`src/rtl/fir_xifu_wb.sv`:
```
// rtl/fir_xifu_wb.sv - FIR XIFU writeback stage: load wait, X-interface result, regfile write
package fir_xifu_pkg;
    localparam logic [1:0] INSTR_XFIRLW   = 2'd0;
    localparam logic [1:0] INSTR_XFIRSW   = 2'd1;
    localparam logic [1:0] INSTR_XFIRDOTP = 2'd2;
endpackage

module fir_xifu_wb
    import fir_xifu_pkg::*;
#(
    parameter int ID_WIDTH  = 4,
    parameter int NUM_XREGS = 8,
    parameter int XW        = $clog2(NUM_XREGS)
) (
    input  logic                clk_i,
    input  logic                rst_ni,
    input  logic                clear_i,

    input  logic                valid_i,
    input  logic [1:0]          instr_i,
    input  logic [ID_WIDTH-1:0] id_i,
    input  logic [4:0]          rs1_i,
    input  logic [4:0]          rd_i,
    input  logic [31:0]         result_i,
    output logic                ready_o,

    input  logic                mem_result_valid_i,
    input  logic [ID_WIDTH-1:0] mem_result_id_i,
    input  logic [31:0]         mem_result_rdata_i,
    input  logic                mem_result_err_i,

    input  logic                kill_i,
    input  logic [ID_WIDTH-1:0] kill_id_i,

    output logic                result_valid_o,
    input  logic                result_ready_i,
    output logic [ID_WIDTH-1:0] result_id_o,
    output logic [31:0]         result_data_o,
    output logic [4:0]          result_rd_o,
    output logic                result_we_o,

    output logic                rf_we_o,
    output logic [XW-1:0]       rf_waddr_o,
    output logic [31:0]         rf_wdata_o
);

    typedef enum logic [1:0] {
        IDLE     = 2'd0,
        WAIT_MEM = 2'd1,
        WAIT_RES = 2'd2
    } state_e;

    state_e              state_q, state_d;
    logic [1:0]          instr_q, instr_d;
    logic [ID_WIDTH-1:0] id_q, id_d;
    logic [4:0]          rs1_q, rs1_d;
    logic [4:0]          rd_q, rd_d;
    logic [31:0]         res_q, res_d;
    logic [31:0]         ldata_q, ldata_d;
    logic                err_q, err_d;

    logic kill_hit;
    logic mem_hit;
    logic res_valid;
    logic handshake;
    logic in_res;
    logic is_ldst;
    logic rf_we;

    always_comb begin
        kill_hit  = kill_i && (kill_id_i == id_q) && (state_q != IDLE);
        mem_hit   = mem_result_valid_i && (mem_result_id_i == id_q);
        in_res    = (state_q == WAIT_RES);
        res_valid = in_res && !kill_hit;
        handshake = res_valid && result_ready_i;
        is_ldst   = (instr_q == INSTR_XFIRLW) || (instr_q == INSTR_XFIRSW);
        // Loads write the fetched word, dot products write their own result.
        rf_we     = handshake && ((instr_q == INSTR_XFIRDOTP) ||
                                  ((instr_q == INSTR_XFIRLW) && !err_q));
    end

    always_comb begin
        state_d = state_q;
        instr_d = instr_q;
        id_d    = id_q;
        rs1_d   = rs1_q;
        rd_d    = rd_q;
        res_d   = res_q;
        ldata_d = ldata_q;
        err_d   = err_q;

        case (state_q)
            IDLE: begin
                if (valid_i) begin
                    instr_d = instr_i;
                    id_d    = id_i;
                    rs1_d   = rs1_i;
                    rd_d    = rd_i;
                    res_d   = result_i;
                    ldata_d = 32'd0;
                    err_d   = 1'b0;
                    state_d = (instr_i == INSTR_XFIRLW) ? WAIT_MEM : WAIT_RES;
                end
            end
            WAIT_MEM: begin
                if (kill_hit) begin
                    state_d = IDLE;
                end else if (mem_hit) begin
                    ldata_d = mem_result_rdata_i;
                    err_d   = mem_result_err_i;
                    state_d = WAIT_RES;
                end
            end
            WAIT_RES: begin
                if (kill_hit || handshake) begin
                    state_d = IDLE;
                end
            end
            default: state_d = IDLE;
        endcase

        if (clear_i) begin
            state_d = IDLE;
            instr_d = 2'd0;
            id_d    = '0;
            rs1_d   = 5'd0;
            rd_d    = 5'd0;
            res_d   = 32'd0;
            ldata_d = 32'd0;
            err_d   = 1'b0;
        end
    end

    always_ff @(posedge clk_i or negedge rst_ni) begin
        if (!rst_ni) begin
            state_q <= IDLE;
            instr_q <= 2'd0;
            id_q    <= '0;
            rs1_q   <= 5'd0;
            rd_q    <= 5'd0;
            res_q   <= 32'd0;
            ldata_q <= 32'd0;
            err_q   <= 1'b0;
        end else begin
            state_q <= state_d;
            instr_q <= instr_d;
            id_q    <= id_d;
            rs1_q   <= rs1_d;
            rd_q    <= rd_d;
            res_q   <= res_d;
            ldata_q <= ldata_d;
            err_q   <= err_d;
        end
    end

    // Result fields are only driven while an instruction waits to retire.
    always_comb begin
        ready_o        = (state_q == IDLE);
        result_valid_o = res_valid;
        result_id_o    = in_res ? id_q : '0;
        result_data_o  = (in_res && is_ldst) ? res_q : 32'd0;
        result_rd_o    = (in_res && is_ldst) ? rs1_q : 5'd0;
        result_we_o    = in_res && is_ldst && !err_q;
        rf_we_o        = rf_we;
        rf_waddr_o     = rf_we ? rd_q[XW-1:0] : '0;
        rf_wdata_o     = rf_we ? ((instr_q == INSTR_XFIRDOTP) ? res_q : ldata_q) : 32'd0;
    end

endmodule

```
`config.mk`:
```
export PLATFORM = sky130hd
export DESIGN_NAME = fir_xifu_wb
export DESIGN_NICKNAME = d
export VERILOG_FILES = /design/src/rtl/fir_xifu_wb.sv
export SDC_FILE = /design/constraint.sdc
export NUM_CORES = 1
export LEC_CHECK = 0
export ABC_AREA = 1
export CAP_MARGIN = 0
export CORE_UTILIZATION = 40
export CTS_CLUSTER_SIZE = 10
export DETAILED_ROUTE_END_ITERATION = 12
export HOLD_SLACK_MARGIN = 0.05
export PLACE_DENSITY = 0.76
export SLEW_MARGIN = 20
export SYNTH_ARGS = -nofsm -noshare
export SYNTH_HDL_FRONTEND = slang
export SYNTH_SLANG_ARGS = --single-unit
```
`constraint.sdc`:
```
create_clock -name clk_i -period 1.75 [get_ports clk_i]
set_input_delay 0.175 -clock clk_i [delete_from_list [all_inputs] [get_ports clk_i]]
set_output_delay 0.175 -clock clk_i [all_outputs]
set_load 0.01 [all_outputs]
```
==> summary.txt, run 1 <==
Synth
  – Syn Std Cell Area: between 0.004 and 0.005 mm²
  – Syn Area/Cell: approximately 7.3 µm²
  – Distinct cells, synth: 20
  – Cells after Synth: slightly below 600
  – Post-synthesis sequential area ratio: a little under half
  – Syn Nets: between 600 and 700
  – YS warnings: 0
  – Synth Register Bits: 81

Floorplan
  – Core ar.: between 0.01 and 0.015 mm²
  – Starting Density: about 41%
  – Die Wd: between 100 and 150 µm
  – Core Rows: 37
  – I/O pin count: 176
  – Die height: 106 µm
  – Die ar.: between 0.01 and 0.015 mm²

Routing
  – Routed Antenna Nets: 0
  – DRC: 0
  – Via density: 4.92
  – Drt wl/cell: roughly 15 µm
  – Vias: roughly 4600
  – Total Wirelength: 13.6 mm
  – Drt pass-1 iters: 5
  – DR iter-0 viols: approximately 240

Global route
  – Vias in the first global route: between 4000 and 5000
  – Antenna violations before repair: 0
  – GRT overflow: 0
  – Largest net degree at the start of global routing: 44
  – First-pass GRT wire length: roughly 22 mm
  – Gr usage total: between 20% and 30%

Placed design
  – Placed instance count: roughly 900
  – Detailed Place HPWL: roughly 9.6 mm
  – Port bufs: between 150 and 200
  – RD Place Congestion: about 0.85

STA
  – Final setup viols: 43
  – Final setup margin: -0.220 ns
  – Worst clock skew: around 0.016 ns
  – Final min period: just under 2 ns
  – Worst-margin pin slew: 0.542 ns
  – RSZ-0062 raised after global routing: yes
  – Max-slew violations: 0
  – Fin. Hold Viols: 0
  – Setup TNS: -6.81 ns
  – Final cycle utilization of the critical path: 113%
  – Peak Freq: roughly 510 MHz
  – Max_slew headroom: a little under two thirds

Finish
  – P&R area growth vs syn: 56.4%
  – Layout Cells excl Fill: between 900 and 1000
  – Layout cells sized above 1: between 20% and 30%
  – Util after Layout: between 60% and 70%
  – Nets: 882
  – # diodes: 0

Clock network
  – Root Buffer: clkbuf_8
  – Clk Latency, worst-skew pair: roughly 0.34 ns
  – Number of buffers created by CTS: 9
  – Max Root-Sink Buffers: 2
  – H-tree Lvls: 3
  – Reg clk slew, reported paths: about 0.080 ns
  – TritonCTS clock tree: built
  – Clock sink count: 81

Setup path
  – R2R setup slack: 0.06 ns
  – Startpoint types: flip-flop
  – Data arrival time of the worst path: ~1.8 ns
  – Worst Path Max Fanout: 22
  – FF-to-FF End: ldata_q[27]
  – Critical path class: reg -> out
  – Reg2Reg Depth: 10
  – Reg-to-reg startpoint: id_q[1]
  – Worst Setup End Kind: primary output
  – Required time worst endpoint: roughly 1.6 ns

Status
  – Failing checks: setup timing
  – Status: finished, violations left

Pwr
  – Power Density: 797 mW/mm²
  – Max VDD drop: 0.505 mV
  – Lkg Pwr: 2.96 nW

Flow run
  – Max Cap Violations: 0

Min path
  – Worst Hold Class: in -> async
[cell families after synthesis]
group | Yosys count | synth area share, %
flip-flops | 81 | 46.9
AND/OR/NAND/NOR | 269 | 25.7
XOR/XNOR | 2 | 0.406
buffers and inverters | 127 | 12.4
AO/OA/AOI/OAI | 116 | 14.6
[worst max-delay path, stage by stage (launching register included)]
cell and delay [ns]:
dfrtp_1 0.42, inv_2 0.08, nand2_2 0.04, o21ai_1 0.06, inv_1 0.08, nand3_2 0.09
nand2_2 0.05, inv_2 0.08, nand3_4 0.12, buf_12 0.19, nor2_2 0.12, buf_6 0.12
[metal layers]
layer	track usage [%]	vias up	wire, µm
li1	-	2231	-
met5	0	-	0
met3	4.23	13	933
met2	42.3	182	6680
met1	30.8	2135	5790
met4	6.55	0	173
[stage by stage]
| stage | instance area [µm²] | hold slack [ns] | setup WS (ns) | total power [W] |
|---|---|---|---|---|
| 6_report | 6760 | 0.357 | -0.220 | 0.00538 |
| 3_5_place_dp | 6410 | 0.195 | -0.510 | 0.00382 |
| 3_3_place_gp | 6410 | 0.191 | -0.517 | 0.00379 |
| 4_1_cts | 6500 | 0.368 | -0.193 | 0.00525 |
| 5_1_grt | 6760 | 0.387 | -0.342 | 0.00568 |
| 2_1_floorplan | 4320 | -0.121 | 0.187 | 0.00297 |
[area by class of cell]
cell class	count	area, µm²
multi-input cells	387	1920
clock inverters	6	72.6
flip-flops and latches	81	2030
repair buffers	216	2090
well taps	136	170
fillers	899	3660
inverters	91	342
clock buffers	10	138
[how the worst max path moves through the flow]
stage                            start              to  slack [ns]
final                          id_q[1]  rf_wdata_o[17]       -0.22
after global routing           id_q[1]  rf_wdata_o[15]       -0.34
after CTS                      id_q[1]  rf_wdata_o[17]       -0.19
after detailed placement  kill_id_i[1]  rf_wdata_o[17]       -0.51
after global placement    kill_id_i[1]  rf_wdata_o[22]       -0.52
after floorplan                id_q[1]  rf_wdata_o[22]        0.19
[cell usage after synthesis (all sizes together)]
cell type / n / area, µm²
nand2: 123 / 462
clkbuf: 20 / 75.1
inv: 91 / 342
dfrtp: 81 / 2030
xor2: 2 / 17.5
or2: 1 / 6.26
nand4: 2 / 12.5
a21oi: 2 / 10.0
nor2: 88 / 340
o21ai: 114 / 619
nand3: 55 / 290
buf: 16 / 119
[placed cells by master, fill, tap and decap left out, types with 12 or more instances in the layout]
cell type,count
o21ai_1,14
o21ai_0,87
inv_1,85
buf_4,28
dlygate4sd2_1,15
dfrtp_1,81
buf_6,18
o21ai_2,13
nor2_1,64
nand2_1,118
clkdlybuf4s15_2,12
clkdlybuf4s50_1,92
nand3_1,52
buf_2,21
nor2_4,16
[flip-flops by register name (all words and copies together) (netlist names)]
name / cells
ldata_q: 32
res_q: 32
rs1_q: 5
id_q: 4
rd_q: 3
instr_q: 2
state_q: 2
err_q: 1
[where the power goes]
group          internal [W]  switching, W  total [W]  leakage (nW)
Combinational      0.000806       0.00105    0.00186          1.75
Clock              0.000716      0.000707    0.00142         0.104
Sequential          0.00203     0.0000639    0.00210          1.10
[timing repair]
action / in CTS / in global routing
pin swaps: 0 / 2
gates resized for setup: 239 / 67
setup endpoints to repair: 80 / 116
hold buffers: 1 / 0
gates cloned: 0 / 3
hold endpoints to repair: 38 / 0
buffers inserted: 1 / 2
Note: power is estimated with default switching activity, not from simulation.
==> run 2, diff against run 1 <==
- CORE_ASPECT_RATIO: not set -> 1.75
- GPL_TIMING_DRIVEN: not set -> 0
- RECOVER_POWER: not set -> 25
==> run 2 against run 1 <==
Wire length grew 18%. Largest cell class unchanged. Critical path type unchanged. Die area grew 0.15%. Sequential power is essentially flat. Sequential share of layout area is 2.1 points lower. Combinational power is 26% higher. Maximum frequency shrank 8.8%. Non-clock buffer count increased by 41. The flow still finishes with violations (setup timing). Flip-flop and latch count did not move.
==> summary.txt, run 2 (same netlist as run 1, synthesis figures left out) <==
Status
  – Status: finished, violations left
  – Failing checks: setup timing

Finish
  – Util after Layout: 70.0% (+5.1 points)
  – # fillers: 812 (-9.7%)
  – Commonest non-fill, non-tap cell in the layout: nand2_1
  – Design Area, Final: 0.00725 mm² (+7.4%)
  – Nets: 924 (+4.8%)
  – Area of the multi-input gates: 0.00210 mm² (+9.5%)
  – Layout cells sized above 1: 32.3% (+11 points)
  – P&R area growth vs syn: 67.9%
  – Top flop regs: ldata_q x32, res_q x32, rs1_q x5
  – Most frequent cells in the layout: nand2_1 (93), clkdlybuf4s50_1 (92), inv_1 (83)
  – Layout Cells excl Fill: 961 (+3.7%)
  – Register Area: 0.00203 mm² (unchanged)

Global route
  – First-pass GRT wire length: 23.5 mm (+8.7%)
  – Gr usage total: 27.5% (+3.3 points)
  – Antenna violations before repair: 1 (+1)
  – Vias in the first global route: 4951 (+11%)
  – GRT overflow: 0 (unchanged)
  – Largest net degree at the start of global routing: 52 (+18%)

Routing
  – Via density: 5.17 (+5.1%)
  – DRC: 0 (unchanged)
  – Drt pass-1 iters: 5 (unchanged)
  – Total Wirelength: 16.0 mm (+18%)
  – Routed Antenna Nets: 0 (unchanged)
  – Vias: 4970 (+9.0%)
  – Drt wl/cell: 16.7 µm (+14%)
  – DR iter-0 viols: 185 (-22%)

STA
  – Final cycle utilization of the critical path: 123% (+11 points)
  – RSZ-0062 raised after global routing: yes
  – Final min period: 2.16 ns (+0.190 ns)
  – Worst-margin pin slew: 1.35 ns (+0.809 ns)
  – Max-slew violations: 0 (unchanged)
  – Final setup margin: -0.410 ns (-0.190 ns)
  – WHS: 0.411 ns (+0.0539 ns)
  – Peak Freq: 463 MHz (-8.8%)
  – Max_slew headroom: 9.97% (-54 points)
  – Final setup viols: 58 (+35%)
  – Fin. Hold Viols: 0 (unchanged)
  – Worst clock skew: 0.00455 ns (-0.0118 ns)

Pwr
  – Sw power: 0.00210 W (+15%)
  – Combinational power share: 35.4% (+0.8 points)
  – Power Density: 912 mW/mm² (+14%)
  – Max VDD drop: 0.635 mV (+26%)
  – Clock power frac: 32.5% (+6.0 points)
  – Sequential Power Share: 32.0% (-7.0 points)
  – Lkg Pwr: 3.32 nW (+12%)
  – P_int: 0.00451 W (+27%)
  – Net Sw Frac: 31.8% (-2.1 points)

Floorplan
  – Core Rows: 49 (+32%)
  – Die Wd: 80.6 µm (-24%)
  – Core ar.: 0.0104 mm² (-0.53%)
  – Die ar.: 0.0112 mm² (+0.15%)
  – Starting Density: 41.7% (+0.22 points)
  – I/O pin count: 176 (unchanged)
  – Die height: 139 µm (+32%)

Clock network
  – Reg clk slew, reported paths: 0.06 ns (-0.02 ns)
  – Max Root-Sink Buffers: 2 (unchanged)
  – TritonCTS clock tree: built
  – H-tree Lvls: 3 (unchanged)
  – Clock sink count: 81 (unchanged)
  – Clk Latency, worst-skew pair: 0.33 ns (about the same)
  – Number of buffers created by CTS: 9 (unchanged)
  – Root Buffer: clkbuf_16

Setup path
  – Worst path most repeated cell: buf_6
  – Worst Path Max Fanout: 7 (-68%)
  – Worst path max stage delay: 0.40 ns (-0.02 ns)
  – Critical path class: reg -> out
  – Data arrival time of the worst path: 1.99 ns (+0.20 ns)
  – FF-to-FF End: ldata_q[20]
  – Crit-path cells: inv_2, nand2_1, o21ai_1, inv_1, nand3_2, nand2_2, inv_4, nand3_4, buf_6, buf_6, buf_6, nor2_1, buf_2
  – Startpoint types: flip-flop
  – Reg-to-reg startpoint: id_q[2]
  – Worst Setup End Kind: primary output
  – R2R setup slack: 0.05 ns (about the same)
  – Required time worst endpoint: 1.57 ns (about the same)
  – Setup crit end: rf_wdata_o[4]
  – CP startpoint: id_q[1]
  – Slowest-stage cell, CP: dfrtp_1
  – Reg2Reg Depth: 10 (unchanged)

Placed design
  – Worst slack at placement: -0.760 ns (-0.250 ns)
  – Placed instance count: 896 (-0.88%)
  – Detailed Place HPWL: 10.5 mm (+9.6%)
  – RD Place Congestion: 0.895 (+5.4%)
  – Placed Area: 0.00623 mm² (-2.8%)
  – Port bufs: 173 (unchanged)

Flow run
  – Max Cap Violations: 0 (unchanged)

Min path
  – Worst Hold Class: in -> reg
-- run 2: what timing repair did --
action / CTS / global route
hold buffers: 1 / 0
cloned: 4 / 5
setup buffers: 27 / 15
hold endpoints to repair: 50 / 0
resized for setup: 322 / 171
pin swaps: 12 / 21
setup endpoints to repair: 85 / 148
-- run 2: power by group through the flow --
stage               Combinational, W  Clock [W]  Sequential (W)
finish                       0.00234    0.00215         0.00212
global route                 0.00249    0.00226         0.00213
CTS                          0.00189    0.00215         0.00211
detailed placement           0.00158          0         0.00214
global placement             0.00155          0         0.00213
floorplan                   0.000851          0         0.00212
-- run 2: layout make-up --
class | instances | area share [%]
repair buffers | 221 | 27.4
flip-flops and latches | 81 | 28.0
multi-input cells | 388 | 28.9
well taps | 127 | 2.19
plain buffers | 36 | 4.12
inverters | 91 | 4.74
diodes | 1 | 0.0345
clock buffers | 11 | 3.21
clock inverters | 5 | 1.43
-- run 2: worst min path at each step --
stage / depth (start not counted) / end / start / slack [ns]
after floorplan: 0 / err_q / rst_ni / -0.12
after global placement: 2 / ldata_q[0] / ldata_q[0] / 0.47
after detailed placement: 1 / state_q[1] / rst_ni / 0.25
after CTS: 3 / ldata_q[11] / mem_result_rdata_i[11] / 0.40
after global routing: 3 / ldata_q[14] / mem_result_rdata_i[14] / 0.41
final: 3 / ldata_q[11] / mem_result_rdata_i[11] / 0.41
-- run 2: worst max-delay path: cells and delay by family, from the launching register on --
family | cells | cell delay, ns
buffers and inverters | 7 | 0.75
AND/OR/NAND/NOR | 5 | 0.42
flip-flops | 1 | 0.40
AO/OA/AOI/OAI | 1 | 0.07
-- run 2: stage by stage --
| step | total power [W] | TNS (ns) |
|---|---|---|
| 5_1_grt | 0.00689 | -18.81 |
| 4_1_cts | 0.00615 | -13.39 |
| 2_1_floorplan | 0.00297 | 0 |
| 3_3_place_gp | 0.00368 | -231.90 |
| 3_5_place_dp | 0.00372 | -46.85 |
| 6_report | 0.00661 | -12.98 |
-- run 2: per-layer routing --
| layer | vias up | track usage (%) | part of all wire [%] |
|---|---|---|---|
| met4 | 0 | 15.1 | 4.9 |
| met5 | - | 0 | 0 |
| li1 | 2329 | - | - |
| met3 | 53 | 4.98 | 5.0 |
| met2 | 201 | 49.9 | 55 |
| met1 | 2387 | 28.8 | 35 |
==> run 3, diff against run 2 <==
- clock period: 1.75 -> 2.18 ns (I/O delays scaled with it)
==> run 3 against run 2 <==
The flow still finishes with violations (setup timing). Via count decreased by 2.5%. Non-clock buffer count fell by 14. Clock power shrank 20%. Clock skew grew 0.0022 ns. First-iteration DRC count decreased by 5.4%. Worst hold slack gained 0.043 ns. Final cell count is 1.6% lower. Wire length is 6.4% lower. Sequential power shrank 20%. Count of clock-buffer cells in the layout did not move. Flip-flop and latch count stayed put. Design area is 4.8% lower. Critical endpoint is now rf_wdata_o[24]. Highest routed layer unchanged.
==> summary.txt, run 3 (same netlist as run 1, synthesis figures left out) <==
Finish
  – Design Area, Final: 0.00690 mm² (-4.8%)
  – Most frequent cells in the layout: nand2_1 (120), clkdlybuf4s50_1 (114), o21ai_0 (89)
  – # fillers: 868 (+6.9%)
  – Nets: 910 (-1.5%)
  – Area of the multi-input gates: 0.00189 mm² (-10%)
  – Layout cells sized above 1: 18.4% (-14 points)
  – Top flop regs: ldata_q x32, res_q x32, rs1_q x5
  – Commonest non-fill, non-tap cell in the layout: nand2_1
  – # diodes: 0 (-1)
  – Util after Layout: 66.6% (-3.4 points)
  – Register Area: 0.00203 mm² (unchanged)
  – P&R area growth vs syn: 59.7%

Floorplan
  – Core Rows: 49 (unchanged)
  – Die ar.: 0.0112 mm² (unchanged)
  – Die Wd: 80.6 µm (unchanged)
  – Die height: 139 µm (unchanged)
  – I/O pin count: 176 (unchanged)
  – Starting Density: 41.7% (unchanged)
  – Core ar.: 0.0104 mm² (unchanged)

Pwr
  – Pwr Total: 0.00492 W (-26%)
  – Max VDD drop: 0.411 mV (-35%)
  – Net Sw Frac: 30.8% (-1.0 points)
  – P_int: 0.00341 W (-24%)
  – Clock power frac: 34.6% (+2.1 points)
  – Sequential Power Share: 34.4% (+2.4 points)
  – Sw power: 0.00151 W (-28%)
  – Power Density: 713 mW/mm² (-22%)
  – Lkg Pwr: 3.11 nW (-6.2%)
  – Combinational power share: 31.0% (-4.4 points)

Routing
  – Routed Antenna Nets: 0 (unchanged)
  – DR iter-0 viols: 175 (-5.4%)
  – Drt wl/cell: 15.8 µm (-5.0%)
  – Total Wirelength: 15.0 mm (-6.4%)
  – Drt pass-1 iters: 5 (unchanged)
  – DRC: 0 (unchanged)
  – Vias: 4846 (-2.5%)
  – Via density: 5.12 (-0.95%)

Setup path
  – Crit-path cells: inv_2, nand2_1, nand2_1, nor2_2, nand3_2, nand2_2, inv_4, nand3_4, buf_12, buf_6, buf_6, buf_6, nor2_2, buf_2
  – Required time worst endpoint: 1.96 ns (+0.39 ns)
  – Worst Path Max Fanout: 4 (-3)
  – R2R setup slack: 0.22 ns (+0.17 ns)
  – Reg-to-reg startpoint: state_q[0]
  – Worst path most repeated cell: buf_6
  – Critical path class: reg -> out
  – Worst path max stage delay: 0.38 ns (-0.02 ns)
  – CP startpoint: id_q[3]
  – Slowest-stage cell, CP: dfrtp_1
  – Startpoint types: flip-flop
  – Worst Setup End Kind: primary output
  – Data arrival time of the worst path: 2.00 ns (about the same)

Global route
  – Gr usage total: 26.9% (-0.63 points)
  – Vias in the first global route: 4885 (-1.3%)
  – First-pass GRT wire length: 23.0 mm (-2.1%)
  – Largest net degree at the start of global routing: 52 (unchanged)
  – Antenna violations before repair: 0 (-1)
  – GRT overflow: 0 (unchanged)

Min path
  – Hold Startpoint: mem_result_rdata_i[31]
  – Worst Hold Class: in -> reg

Clock network
  – Clock sink count: 81 (unchanged)
  – Number of buffers created by CTS: 9 (unchanged)
  – H-tree Lvls: 3 (unchanged)
  – Max Root-Sink Buffers: 2 (unchanged)
  – Reg clk slew, reported paths: 0.06 ns (about the same)
  – TritonCTS clock tree: built
  – Clk Latency, worst-skew pair: 0.33 ns (about the same)
  – Root Buffer: clkbuf_16

STA
  – RSZ-0062 raised after global routing: yes
  – Peak Freq: about 450 MHz
  – Max-slew violations: 0 (unchanged)
  – WHS: 0.454 ns (+0.0429 ns)
  – Final cycle utilization of the critical path: 102%
  – Worst-margin pin slew: 1.27 ns (-0.0803 ns)
  – Fin. Hold Viols: 0 (unchanged)
  – Final min period: about 2.2 ns
  – Final setup margin: -0.0391 ns (+0.371 ns)
  – Final setup viols: 1 (-98%)
  – Worst clock skew: 0.00678 ns (+0.00223 ns)
  – Max_slew headroom: 15.3% (+5.4 points)

Placed design
  – RD Place Congestion: 0.895 (unchanged)
  – Worst slack at placement: -0.416 ns (+0.344 ns)
  – Placed Area: 0.00623 mm² (unchanged)
  – Detailed Place HPWL: 10.5 mm (unchanged)
  – Port bufs: 173 (unchanged)

Status
  – Status: finished, violations left
  – Failing checks: setup timing

Flow run
  – Max Cap Violations: 0 (unchanged)
-- run 3: cell types whose count changed in the layout (fill, tap and decap cells not counted), sizes merged --
cell           change
dlymetal6s2s       +2
dlygate4sd2       +19
diode              -1
clkdlybuf4s50     +22
buf               -48
clkbuf             -9
-- run 3: final cells by class --
class / count / area share [%]
sequential: 81 / 29.4
tap: 127 / 2.30
buffer: 35 / 3.48
inverter: 91 / 4.99
clock buffer: 11 / 3.37
clock inverter: 5 / 1.50
timing repair buffer: 208 / 27.6
multi-input combinational: 388 / 27.3
-- run 3: what timing repair did --
| action | 4_1_cts | 5_1_grt |
|---|---|---|
| pin swaps | 6 | 10 |
| endpoints found under the hold margin | 50 | 0 |
| hold buffers | 1 | 0 |
| endpoints found under the setup margin | 74 | 43 |
| gates resized for setup | 192 | 40 |
| gates cloned | 4 | 0 |
| setup buffers | 24 | 8 |
-- run 3: final timing paths --
| kind | to | cells past startpoint |
|---|---|---|
| min in group asynchronous | state_q[1] | 2 |
| setup / recovery | rf_wdata_o[24] | 14 |
| hold / removal | ldata_q[31] | 3 |
| hold reg to reg | ldata_q[4] | 2 |
| setup reg to reg | res_q[25] | 6 |
| max in group asynchronous | ldata_q[18] | 3 |
-- run 3: worst max-delay path, delay by kind of cell, from the launching register on --
| kind | cells | cell delay (ns) |
|---|---|---|
| DFF | 1 | 0.38 |
| buffers and inverters | 7 | 0.79 |
| and+or+nand+nor | 7 | 0.51 |
-- run 3: power by group through the flow --
| stage | Combinational, W | Sequential, W | Clock (W) |
|---|---|---|---|
| global route | 0.00164 | 0.00170 | 0.00180 |
| finish | 0.00152 | 0.00169 | 0.00171 |
| global placement | 0.00124 | 0.00171 | 0 |
| floorplan | 0.000683 | 0.00170 | 0 |
| detailed placement | 0.00127 | 0.00172 | 0 |
| CTS | 0.00147 | 0.00169 | 0.00173 |
-- run 3: per-stage QoR --
| step | instances | TNS (ns) |
|---|---|---|
| after floorplan | 595 | 0 |
| after global placement | 895 | -173.72 |
| after detailed placement | 896 | -15.49 |
| after CTS | 940 | -0.594 |
| after global routing | 946 | -3.15 |
| final | 946 | -0.0391 |
-- run 3: per-layer routing --
| layer | vias up | track usage (%) | wire (µm) |
|---|---|---|---|
| met2 | 205 | 49.5 | 8250 |
| met5 | - | 0 | 0 |
| met4 | 0 | 14.1 | 695 |
| met3 | 50 | 4.92 | 761 |
| li1 | 2295 | - | - |
| met1 | 2296 | 27.8 | 5270 |
